===== src/rtl/rtc_pkg.sv =====
// Shared types for the RTC multiplexed-bus controller: FSM encoding, strobe levels, bus bundle.
package rtc_pkg;

    localparam int CNT_W = 8;

    typedef enum logic [2:0] {
        ST_IDLE    = 3'd0,
        ST_ADR_SET = 3'd1,
        ST_ADR_STB = 3'd2,
        ST_ADR_HLD = 3'd3,
        ST_DAT_SET = 3'd4,
        ST_DAT_STB = 3'd5,
        ST_DAT_HLD = 3'd6,
        ST_RECOVER = 3'd7
    } rtc_state_e;

    localparam logic STB_ON  = 1'b0;
    localparam logic STB_OFF = 1'b1;
    localparam logic AD_ADDR = 1'b0;
    localparam logic AD_DATA = 1'b1;

    typedef struct packed {
        logic       cs_n;
        logic       rd_n;
        logic       wr_n;
        logic       a_d;
        logic       ad_oe;
        logic [7:0] ad_out;
    } rtc_bus_t;

    function automatic logic is_adr_phase(input rtc_state_e s);
        return s inside {ST_ADR_SET, ST_ADR_STB, ST_ADR_HLD};
    endfunction

    function automatic logic is_dat_phase(input rtc_state_e s);
        return s inside {ST_DAT_SET, ST_DAT_STB, ST_DAT_HLD};
    endfunction

endpackage


===== src/rtl/rtc_bus_ctrl_if.sv =====
// Host request / RTC AD-bus signal bundle. slave = controller side, master = host + pad side.
interface rtc_bus_ctrl_if;
    logic       start;
    logic       rw;
    logic [7:0] addr;
    logic [7:0] wdata;
    logic [7:0] ad_in;
    logic [7:0] ad_out;
    logic       ad_oe;
    logic       cs_n;
    logic       rd_n;
    logic       wr_n;
    logic       a_d;
    logic [7:0] rdata;
    logic       busy;
    logic       done;

    modport slave (
        input  start, rw, addr, wdata, ad_in,
        output ad_out, ad_oe, cs_n, rd_n, wr_n, a_d, rdata, busy, done
    );

    modport master (
        output start, rw, addr, wdata, ad_in,
        input  ad_out, ad_oe, cs_n, rd_n, wr_n, a_d, rdata, busy, done
    );
endinterface


===== src/rtl/rtc_phase_timer.sv =====
// Phase down-counter: loads on state entry, decrements to zero and sticks there.
// Latency: expired_o is registered, high in the last cycle of a loaded phase.
// Backpressure: none; load_i always wins over counting.
module rtc_phase_timer
    import rtc_pkg::*;
(
    input  logic             clk,
    input  logic             rst_n,
    input  logic             load_i,
    input  logic [CNT_W-1:0] load_val_i,
    output logic [CNT_W-1:0] cnt_o,
    output logic             expired_o
);

    logic [CNT_W-1:0] cnt_q;
    logic [CNT_W-1:0] cnt_d;

    always_comb begin
        cnt_d = cnt_q;
        if (load_i) begin
            cnt_d = load_val_i;
        end else if (cnt_q != '0) begin
            cnt_d = cnt_q - CNT_W'(1);
        end
    end

    always_ff @(posedge clk) begin
        if (!rst_n) begin
            cnt_q <= '0;
        end else begin
            cnt_q <= cnt_d;
        end
    end

    assign cnt_o     = cnt_q;
    assign expired_o = (cnt_q == '0);

endmodule


===== src/rtl/rtc_bus_ctrl.sv =====
// RTC multiplexed AD-bus controller: one host request -> address phase + data phase with strobes.
// Latency: done in cycle 6*PHASE_CYC after start is sampled; optional RECOVER_CYC idle tail (RTC_BUS_RECOVER_EN).
// Backpressure: start is only sampled in IDLE; requests while busy are dropped, not queued.
module rtc_bus_ctrl
    import rtc_pkg::*;
#(
    parameter int PHASE_CYC   = 4,
    parameter int RECOVER_CYC = 8
) (
    input logic           clk,
    input logic           rst_n,
    rtc_bus_ctrl_if.slave bus
);

    if (PHASE_CYC < 1 || PHASE_CYC > 255 || RECOVER_CYC < 1 || RECOVER_CYC > 255) begin : g_param_chk
        $error("rtc_bus_ctrl: PHASE_CYC and RECOVER_CYC must be in 1..255");
    end

    localparam logic [CNT_W-1:0] PHASE_LOAD = CNT_W'(PHASE_CYC - 1);
`ifdef RTC_BUS_RECOVER_EN
    localparam logic [CNT_W-1:0] RECOVER_LOAD = CNT_W'(RECOVER_CYC - 1);
`endif

    rtc_state_e       state_q, state_d;
    logic             rw_q, rw_d;
    logic [7:0]       addr_q, addr_d;
    logic [7:0]       wdata_q, wdata_d;
    logic [7:0]       rdata_q, rdata_d;
    rtc_bus_t         pins_q, pins_d;
    logic             busy_q, busy_d;
    logic             done_q, done_d;

    logic             tmr_load;
    logic [CNT_W-1:0] tmr_val;
    logic [CNT_W-1:0] tmr_cnt;
    logic             tmr_expired;

    rtc_phase_timer u_timer (
        .clk        (clk),
        .rst_n      (rst_n),
        .load_i     (tmr_load),
        .load_val_i (tmr_val),
        .cnt_o      (tmr_cnt),
        .expired_o  (tmr_expired)
    );

    always_comb begin
        state_d  = state_q;
        rw_d     = rw_q;
        addr_d   = addr_q;
        wdata_d  = wdata_q;
        tmr_load = 1'b0;
        tmr_val  = '0;
        case (state_q)
            ST_IDLE: begin
                if (bus.start) begin
                    state_d  = ST_ADR_SET;
                    rw_d     = bus.rw;
                    addr_d   = bus.addr;
                    wdata_d  = bus.wdata;
                    tmr_load = 1'b1;
                    tmr_val  = PHASE_LOAD;
                end
            end
            ST_ADR_SET, ST_ADR_STB, ST_ADR_HLD, ST_DAT_SET, ST_DAT_STB: begin
                if (tmr_expired) begin
                    state_d  = rtc_state_e'(state_q + 3'd1);
                    tmr_load = 1'b1;
                    tmr_val  = PHASE_LOAD;
                end
            end
            ST_DAT_HLD: begin
                if (tmr_expired) begin
                    tmr_load = 1'b1;
`ifdef RTC_BUS_RECOVER_EN
                    state_d  = ST_RECOVER;
                    tmr_val  = RECOVER_LOAD;
`else
                    state_d  = ST_IDLE;
`endif
                end
            end
            ST_RECOVER: begin
`ifdef RTC_BUS_RECOVER_EN
                if (tmr_expired) begin
                    state_d  = ST_IDLE;
                    tmr_load = 1'b1;
                end
`else
                state_d = ST_IDLE;
`endif
            end
            default: state_d = ST_IDLE;
        endcase
    end

    // Output registers are fed from the next state so pins change exactly on state boundaries.
    always_comb begin
        pins_d = '{cs_n: STB_OFF, rd_n: STB_OFF, wr_n: STB_OFF,
                   a_d: AD_ADDR, ad_oe: 1'b0, ad_out: 8'h00};
        if (is_adr_phase(state_d)) begin
            pins_d.cs_n   = STB_ON;
            pins_d.ad_oe  = 1'b1;
            pins_d.ad_out = addr_d;
            if (state_d == ST_ADR_STB) begin
                pins_d.wr_n = STB_ON;
            end
        end else if (is_dat_phase(state_d)) begin
            pins_d.cs_n = STB_ON;
            pins_d.a_d  = AD_DATA;
            if (rw_d) begin
                if (state_d == ST_DAT_STB) begin
                    pins_d.rd_n = STB_ON;
                end
            end else begin
                pins_d.ad_oe  = 1'b1;
                pins_d.ad_out = wdata_d;
                if (state_d == ST_DAT_STB) begin
                    pins_d.wr_n = STB_ON;
                end
            end
        end

        busy_d = (state_d != ST_IDLE);
        done_d = (state_d == ST_DAT_HLD) &&
                 (tmr_load ? (tmr_val == '0) : (tmr_cnt == CNT_W'(1)));

        rdata_d = rdata_q;
        if (state_q == ST_DAT_STB && tmr_expired && rw_q) begin
            rdata_d = bus.ad_in;
        end
    end

    always_ff @(posedge clk) begin
        if (!rst_n) begin
            state_q <= ST_IDLE;
            rw_q    <= 1'b0;
            addr_q  <= '0;
            wdata_q <= '0;
            rdata_q <= '0;
            pins_q  <= '{cs_n: STB_OFF, rd_n: STB_OFF, wr_n: STB_OFF,
                         a_d: AD_ADDR, ad_oe: 1'b0, ad_out: 8'h00};
            busy_q  <= 1'b0;
            done_q  <= 1'b0;
        end else begin
            state_q <= state_d;
            rw_q    <= rw_d;
            addr_q  <= addr_d;
            wdata_q <= wdata_d;
            rdata_q <= rdata_d;
            pins_q  <= pins_d;
            busy_q  <= busy_d;
            done_q  <= done_d;
        end
    end

    assign bus.cs_n   = pins_q.cs_n;
    assign bus.rd_n   = pins_q.rd_n;
    assign bus.wr_n   = pins_q.wr_n;
    assign bus.a_d    = pins_q.a_d;
    assign bus.ad_oe  = pins_q.ad_oe;
    assign bus.ad_out = pins_q.ad_out;
    assign bus.rdata  = rdata_q;
    assign bus.busy   = busy_q;
    assign bus.done   = done_q;

endmodule


===== src/flat_wrapper.sv =====
// flat-port wrapper written by rule: the top's interface ports become plain ports
module rtc_bus_ctrl_flat import rtc_pkg::*;
#(
    parameter int PHASE_CYC   = 4,
    parameter int RECOVER_CYC = 8
)
  (clk, rst_n, bus_start, bus_rw, bus_addr, bus_wdata, bus_ad_in, bus_ad_out, bus_ad_oe, bus_cs_n, bus_rd_n, bus_wr_n, bus_a_d, bus_rdata, bus_busy, bus_done);
  rtc_bus_ctrl_if bus_i ();
  input logic clk;
  input logic rst_n;
  input wire logic [$bits(bus_i.start)-1:0] bus_start;
  input wire logic [$bits(bus_i.rw)-1:0] bus_rw;
  input wire logic [$bits(bus_i.addr)-1:0] bus_addr;
  input wire logic [$bits(bus_i.wdata)-1:0] bus_wdata;
  input wire logic [$bits(bus_i.ad_in)-1:0] bus_ad_in;
  output wire logic [$bits(bus_i.ad_out)-1:0] bus_ad_out;
  output wire logic [$bits(bus_i.ad_oe)-1:0] bus_ad_oe;
  output wire logic [$bits(bus_i.cs_n)-1:0] bus_cs_n;
  output wire logic [$bits(bus_i.rd_n)-1:0] bus_rd_n;
  output wire logic [$bits(bus_i.wr_n)-1:0] bus_wr_n;
  output wire logic [$bits(bus_i.a_d)-1:0] bus_a_d;
  output wire logic [$bits(bus_i.rdata)-1:0] bus_rdata;
  output wire logic [$bits(bus_i.busy)-1:0] bus_busy;
  output wire logic [$bits(bus_i.done)-1:0] bus_done;
  assign bus_i.start = bus_start;
  assign bus_i.rw = bus_rw;
  assign bus_i.addr = bus_addr;
  assign bus_i.wdata = bus_wdata;
  assign bus_i.ad_in = bus_ad_in;
  assign bus_ad_out = bus_i.ad_out;
  assign bus_ad_oe = bus_i.ad_oe;
  assign bus_cs_n = bus_i.cs_n;
  assign bus_rd_n = bus_i.rd_n;
  assign bus_wr_n = bus_i.wr_n;
  assign bus_a_d = bus_i.a_d;
  assign bus_rdata = bus_i.rdata;
  assign bus_busy = bus_i.busy;
  assign bus_done = bus_i.done;
  rtc_bus_ctrl #(.PHASE_CYC(PHASE_CYC), .RECOVER_CYC(RECOVER_CYC)) u_core (.clk(clk), .rst_n(rst_n), .bus(bus_i));
endmodule

===== config.mk =====
export PLATFORM = sky130hd
export DESIGN_NAME = rtc_bus_ctrl_flat
export DESIGN_NICKNAME = d
export VERILOG_FILES = /design/src/rtl/rtc_pkg.sv /design/src/rtl/rtc_bus_ctrl_if.sv /design/src/rtl/rtc_phase_timer.sv /design/src/rtl/rtc_bus_ctrl.sv /design/src/flat_wrapper.sv
export SDC_FILE = /design/constraint.sdc
export NUM_CORES = 1
export LEC_CHECK = 0
export ABC_AREA = 1
export CORE_ASPECT_RATIO = 0.7
export CORE_MARGIN = 8
export CORE_UTILIZATION = 45
export CTS_CLUSTER_SIZE = 8
export DETAILED_ROUTE_END_ITERATION = 10
export GPL_TIMING_DRIVEN = 1
export HOLD_SLACK_MARGIN = 0.08
export PLACE_DENSITY = 0.75
export SLEW_MARGIN = 20
export SYNTH_ARGS = -nofsm -noshare
export SYNTH_HDL_FRONTEND = slang
export SYNTH_SLANG_ARGS = --single-unit

===== constraint.sdc =====
create_clock -name clk -period 1.8 [get_ports clk]
set_input_delay 0.45 -clock clk [delete_from_list [all_inputs] [get_ports clk]]
set_output_delay 0.45 -clock clk [all_outputs]
set_load 0.005 [all_outputs]

==> results.cfg, run 1 <==
[die]
dieArea_mm2 = 0.00788
coreArea_mm2 = 0.00515
die_width_um = 103
die_y_um = 76.7
row_count = 22
start_util_pct = 46.0
io-pin-count = 51

[cts]
cts_tree = yes
clkTransAtPathRegs_ns = 0.10
cts_made_buffers = 5
htree_levels = 2
cts-root-buf = clkbuf_8
hold_buffers = 0
clkSinkCount = 51
cts_max_path_buffers = 2
clock_latency_ns = 0.31

[detailed_routing]
via_count = 2219
drtPass1Iterations = 4
totalWireLength_mm = 6.23
drc = 0
drt_iter0_markers = 61
routedWlPerCell_um = 13.7
vias_per_cell = 4.89
ant_nets = 0

[yosys]
synth_compound_area_share_pct = 7.87
synth_top_family_by_area = simple AND/OR/NAND/NOR gates
synth-adder-area-share_pct = 3.70
synth-xor-area-share_pct = 2.22
synthesis.area_mm2 = 0.00237
avgSynthCellArea_um2 = 7.82
muxShareOfSynthArea_pct = 2.53
synth_cells = 303
synth_sequential_area_ratio_pct = 43.1
synth-seq-cells = 51
yosysUniqueCellTypes = 29
synthSimpleGateAreaFrac_pct = 32.0
syn_nets = 338
ys_warn_count = 0

[sta]
rsz0062_at_grt = yes
post-route-min-period_ns = 1.80
whs_ns = 0.505
final.setup.tns_ns = -0.00343
tightest_slew_ns = 0.542
final-hold-violation-count = 0
fin_crit_sh_pct = 100
max_slew_margin_pct = 63.8
slew_violations = 0
setup_ws_ns = -0.00275
maxClockFrequency_ghz = 0.555
skew_ns = 0.00685
final-setup-viol-count = 2

[cells_and_area]
syn_to_final_growth_pct = 45.9
final_layout_size_suffix_gt1_share_pct = 26.7
final_area_mm2 = 0.00346
final_common_cell = clkdlybuf4s50_1
final_nets = 416
layout_common_cells = clkdlybuf4s50_1 (50), dfxtp_1 (46), nor2_1 (45), nand2_1 (44), buf_4 (27)
fin_util_pct = 67.2
final_cells = 454
regArea_mm2 = 0.00103
multi_input_area_mm2 = 0.00135
fillers = 442
diodes = 0

[setup_path]
timing.rr.start = u_core.state_q[1]
reg2regPathDepth = 11
cp-startpoint = u_core.state_q[1]
crit_fanout = 8
r2r_slack_ns = -0.003
setup.worst_path.start_class = register
arrival_ns = 2.06
required_ns = 2.06
end_kind = register
critPathKind = register to register

[placement]
hpwl_mm = 4.39
pre_cts_ws_ns = -0.0945
dpl-instance-area_mm2 = 0.00313
gp_congestion = 0.832
io_buffers = 50
dpl.cell_count = 440

[pwr]
switching_share_pct = 43.3
pwr-share-clk_pct = 14.2
p_switching_mw = 2.51
power_leakage_nw = 1.59
max-vdd-ir-drop_v = 0.000639
p_comb_share_pct = 58.0
p_seq_share_pct = 27.9
powerDensity_mw_per_mm2 = 1680
total_power_mw = 5.80
p_int_mw = 3.29

[outcome]
violations = setup timing
status = finished with violations

[grt]
grt_pass1_vias = 2268
grt_overflow = 0
track_usage_pct = 15.7
grt_antenna_before_repair = 0
grt_pass1_wl_mm = 10.0
grt_start_max_net_pins = 19

[worst_hold_path]
hold_path_class = register to register
hold_depth = 2
hold_path_startpoint = u_core.addr_q[7]

[job]
max-cap-violations = 0
==> metal layers <==
layer,routed length (um),track usage [%],up-vias
met5,0,0,-
met4,116,5.90,0
met3,479,6.04,15
met2,2820,23.5,63
met1,2810,19.8,1019
li1,-,-,1122
==> Yosys cell counts <==
| master | number | area (um2) |
|---|---|---|
| mux2i_1 | 6 | 60.1 |
| nor3_4 | 1 | 16.3 |
| nor4_1 | 4 | 25.0 |
| dfxtp_1 | 51 | 1020 |
| ha_1 | 7 | 87.6 |
| buf_6 | 1 | 11.3 |
| o21a_1 | 1 | 7.51 |
| xor2_1 | 6 | 52.6 |
| or2_2 | 1 | 6.26 |
| buf_8 | 1 | 15.0 |
| o21ai_0 | 25 | 125 |
| buf_4 | 3 | 22.5 |
| inv_2 | 6 | 22.5 |
| a21oi_1 | 9 | 45.0 |
| nor2_4 | 2 | 22.5 |
| nand3_2 | 4 | 40.0 |
| nor3_1 | 3 | 15.0 |
| nor2_8 | 1 | 20.0 |
| nand3_4 | 1 | 17.5 |
| clkbuf_1 | 4 | 15.0 |
| nand2_4 | 3 | 33.8 |
| nand3_1 | 11 | 55.1 |
| nor2_1 | 49 | 184 |
| nand2_2 | 8 | 50.1 |
| nand2_1 | 48 | 180 |
| nand4_1 | 11 | 68.8 |
| nor2_2 | 4 | 25.0 |
| o21ai_2 | 1 | 8.76 |
| inv_1 | 31 | 116 |
==> flip-flops by register name (all words and copies together), names as in the netlist <==
signal,flops
u_core.addr_q,8
u_core.bus.a_d,1
u_core.bus.ad_oe,1
u_core.bus.ad_out,8
u_core.bus.busy,1
u_core.bus.cs_n,1
u_core.bus.done,1
u_core.bus.rd_n,1
u_core.bus.rdata,8
u_core.bus.wr_n,1
u_core.rw_q,1
u_core.state_q,3
u_core.u_timer.cnt_o,8
u_core.wdata_q,8
==> timing repair <==
item | CTS | global route
setup endpoints to repair | 15 | 21
gates resized for setup | 14 | 27
endpoints found under the hold margin | 0 | 0
pin swaps | 10 | 27
gates cloned | 1 | 0
setup buffers | 3 | 2
==> path summary, 6_finish.rpt <==
kind                     endpoint
max reg2reg  u_core.bus.ad_out[5]
max          u_core.bus.ad_out[5]
min              u_core.addr_q[7]
min reg2reg      u_core.addr_q[7]
==> final cells by class <==
cell class | instances | area share [%]
clock buffer | 5 | 1.99
clock inverter | 3 | 1.34
inverter | 37 | 4.02
multi-input combinational | 207 | 39.0
sequential | 51 | 29.8
tap | 72 | 2.61
timing repair buffer | 79 | 21.2
==> power groups by stage <==
| stage | Combinational [mW] | Clock, mW | Sequential (mW) |
|---|---|---|---|
| final | 3.36 | 0.821 | 1.62 |
| after global routing | 3.70 | 0.876 | 1.64 |
| after CTS | 3.04 | 0.830 | 1.60 |
| after detailed placement | 2.97 | 0 | 1.61 |
| after global placement | 2.87 | 0 | 1.61 |
| after floorplan | 1.97 | 0 | 1.60 |
==> worst max-delay path, stage by stage (launching register included) <==
cell	delay [ns]
dfxtp_2	0.34
buf_6	0.13
ha_4	0.16
nor2_4	0.10
nand2_2	0.07
nand2_4	0.12
nand4_1	0.20
nand3_4	0.21
nor2_4	0.07
nor2_4	0.19
nand2_1	0.09
nand2_1	0.07
==> kinds of logic (layout without fill, tap and decap cells) <==
logic type | Yosys count | in the layout
and+or+nand+nor | 151 | 152
DFF | 51 | 51
buffers and inverters | 46 | 124
AOI/OAI and AO/OA | 36 | 36
adders and majority gates | 7 | 7
xor gates and xnor gates | 6 | 6
muxes | 6 | 6
Note: power is estimated with default switching activity, not from simulation.
==> run 2: changes to the inputs <==
Settings changed: ABC_AREA 1 to unset, CORE_UTILIZATION 45 to 44.
==> results.cfg, run 2 <==
[detailed_routing]
ant_nets = 0
routedWlPerCell_um = 15.9
vias_per_cell = 5.11
drtPass1Iterations = 4
via_count = 2099
drc = 0
drt_iter0_markers = 171
totalWireLength_mm = 6.54

[cts]
htree_levels = 2
hold_buffers = 0
clkSinkCount = 51
cts_max_path_buffers = 2
cts_made_buffers = 5
clock_latency_ns = 0.30
cts-root-buf = clkbuf_8
cts_tree = yes
clkTransAtPathRegs_ns = 0.10

[setup_path]
critPathKind = register to register
timing.rr.start = u_core.state_q[1]
arrival_ns = 2.56
worst-path-buf-inv = 3
setup.worst_path.start_class = register
path_depth = 10
crit_fanout = 4
reg2regPathDepth = 10
slowest_delay_ns = 0.54
required_ns = 2.04
worstPathCellList = inv_4 > ha_4 > or4b_4 > a211o_1 > a2bb2oi_4 > a21oi_4 > buf_4 > buf_4 > o21a_1 > nor2_1
r2r_end = u_core.bus.ad_oe
end_kind = register
cpMaxStageDelayCell = or4b_4
crit_family = compound AO/OA/AOI/OAI gates
r2r_slack_ns = -0.52
crit_top_cell = buf_4

[die]
die_y_um = 74.9
dieArea_mm2 = 0.00749
io-pin-count = 51
start_util_pct = 45.6
coreArea_mm2 = 0.00478
die_width_um = 100
row_count = 21

[sta]
maxClockFrequency_ghz = 0.431
final-hold-violation-count = 0
max_slew_margin_pct = 71.6
post-route-min-period_ns = 2.32
fin_crit_sh_pct = 129
tightest_slew_ns = 0.426
skew_ns = 0.00430
rsz0062_at_grt = yes
slew_violations = 0
final-setup-viol-count = 26
setup_ws_ns = -0.518

[grt]
grt_pass1_vias = 2082
grt_pass1_wl_mm = 9.95
grt_start_max_net_pins = 34
track_usage_pct = 16.9
grt_antenna_before_repair = 0
grt_overflow = 0

[cells_and_area]
final_area_mm2 = 0.00363
final_cells = 411
final_nets = 376
diodes = 0
layout_common_cells = clkdlybuf4s50_1 (49), dfxtp_1 (45), buf_4 (40), nand2_1 (37), a21boi_0 (16)
final_common_cell = clkdlybuf4s50_1
syn_to_final_growth_pct = 66.8
final_layout_size_suffix_gt1_share_pct = 35.1

[yosys]
synthTopCellsByArea = dfxtp_1 (47%), nand2_1 (7.1%), a21boi_0 (5.5%), mux2i_1 (4.6%), ha_1 (4.0%)
synthesis.area_mm2 = 0.00218
yosysUniqueCellTypes = 41
synth_top_area_share_pct = 46.9
syn_nets = 272
synth-async-reset-ratio_pct = 0
synth_edf_count = 0
avgSynthCellArea_um2 = 9.19
synth_sequential_area_ratio_pct = 46.9
synth-main-ff-cell = dfxtp_1
ys_warn_count = 0
yosys.area.top_type = dfxtp_1
synth_cells = 237
ys_top_cells_by_count = dfxtp_1 (51), nand2_1 (41), nor2_1 (18), a21boi_0 (16), mux2i_1 (10)
yosysMostFrequentCell = dfxtp_1
synth-seq-cells = 51

[pwr]
power_leakage_nw = 1.39
max-vdd-ir-drop_v = 0.000762
powerDensity_mw_per_mm2 = 1640
total_power_mw = 5.95

[placement]
dpl.cell_count = 394
hpwl_mm = 4.33
gp_congestion = 0.904
dpl-instance-area_mm2 = 0.00320
io_buffers = 50

[worst_hold_path]
min_to = u_core.wdata_q[7]
hold_path_startpoint = u_core.wdata_q[7]
hold_depth = 2
hold_path_class = register to register

[outcome]
violations = setup timing
status = finished with violations

[job]
max-cap-violations = 0
[run 2: changes by cell type after synthesis, sizes merged, moves of 6 or more]
cell    change
a21boi     +16
a22o        +8
inv        -30
nand2      -18
nand3      -10
nand4      -11
nor2       -37
nor2b       +9
o21ai      -20
xor2        -6
[run 2: logic make-up (layout without fill, tap and decap cells)]
family | after synthesis | after routing | synth area share [%]
DFF | 51 | 51 | 46.9
adders and majority gates | 7 | 7 | 4.02
AOI/OAI and AO/OA | 50 | 50 | 17.4
buffers and inverters | 14 | 119 | 2.47
muxes | 10 | 10 | 4.60
and+or+nand+nor | 105 | 105 | 24.6
[run 2: through the flow]
| stage | util, % | worst slack [ns] | hold slack (ns) | TNS (ns) |
|---|---|---|---|---|
| after floorplan | - | -0.460 | 0.454 | -5.90 |
| after global placement | 66.9 | -0.479 | 0.468 | -12.11 |
| after detailed placement | 66.9 | -0.557 | 0.475 | -13.25 |
| after CTS | 72.8 | -0.494 | 0.489 | -8.08 |
| after global routing | 76.0 | -0.592 | 0.515 | -9.96 |
| final | 76.0 | -0.518 | 0.486 | -8.33 |
[run 2: layout make-up]
type,count,area [um2]
clock inverters,2,15.0
fillers,331,1150
multi-input cells,172,1390
flip-flops and latches,51,1030
clock buffers,6,82.6
well taps,69,86.3
repair buffers,104,992
inverters,7,33.8
[run 2: worst max path at each step]
stage	start	endpoint	slack, ns
6_report	u_core.state_q[1]	u_core.bus.ad_oe	-0.52
3_3_place_gp	u_core.state_q[0]	u_core.bus.ad_out[2]	-0.48
3_5_place_dp	u_core.state_q[0]	u_core.bus.ad_out[5]	-0.56
2_1_floorplan	u_core.state_q[0]	u_core.bus.ad_out[0]	-0.46
5_1_grt	u_core.state_q[1]	u_core.bus.ad_oe	-0.59
4_1_cts	u_core.state_q[1]	u_core.bus.ad_out[0]	-0.49
[run 2: power breakdown]
group | switching [mW] | internal [mW] | total, mW
combinational | 1.81 | 1.92 | 3.73
sequential | 0.128 | 1.38 | 1.51
clock | 0.391 | 0.316 | 0.707
total | 2.33 | 3.62 | 5.95
[run 2: routing by layer]
| layer | share of wire (%) | up-vias | GRT usage [%] |
|---|---|---|---|
| met2 | 48 | 70 | 28.7 |
| met1 | 43 | 987 | 19.6 |
| met4 | 2.1 | 0 | 6.33 |
| li1 | - | 1028 | - |
| met3 | 7.5 | 14 | 5.54 |
| met5 | 0 | - | 0 |
[run 2: worst min-delay path: stages, from the launching register on]
cell and delay [ns]:
dfxtp_1 0.31, nand2_1 0.04, a21boi_0 0.09
[run 2: what timing repair did]
item	4_1_cts	5_1_grt
pin swaps	9	11
resized for setup	42	22
setup endpoints to repair	26	31
buffers inserted	3	7
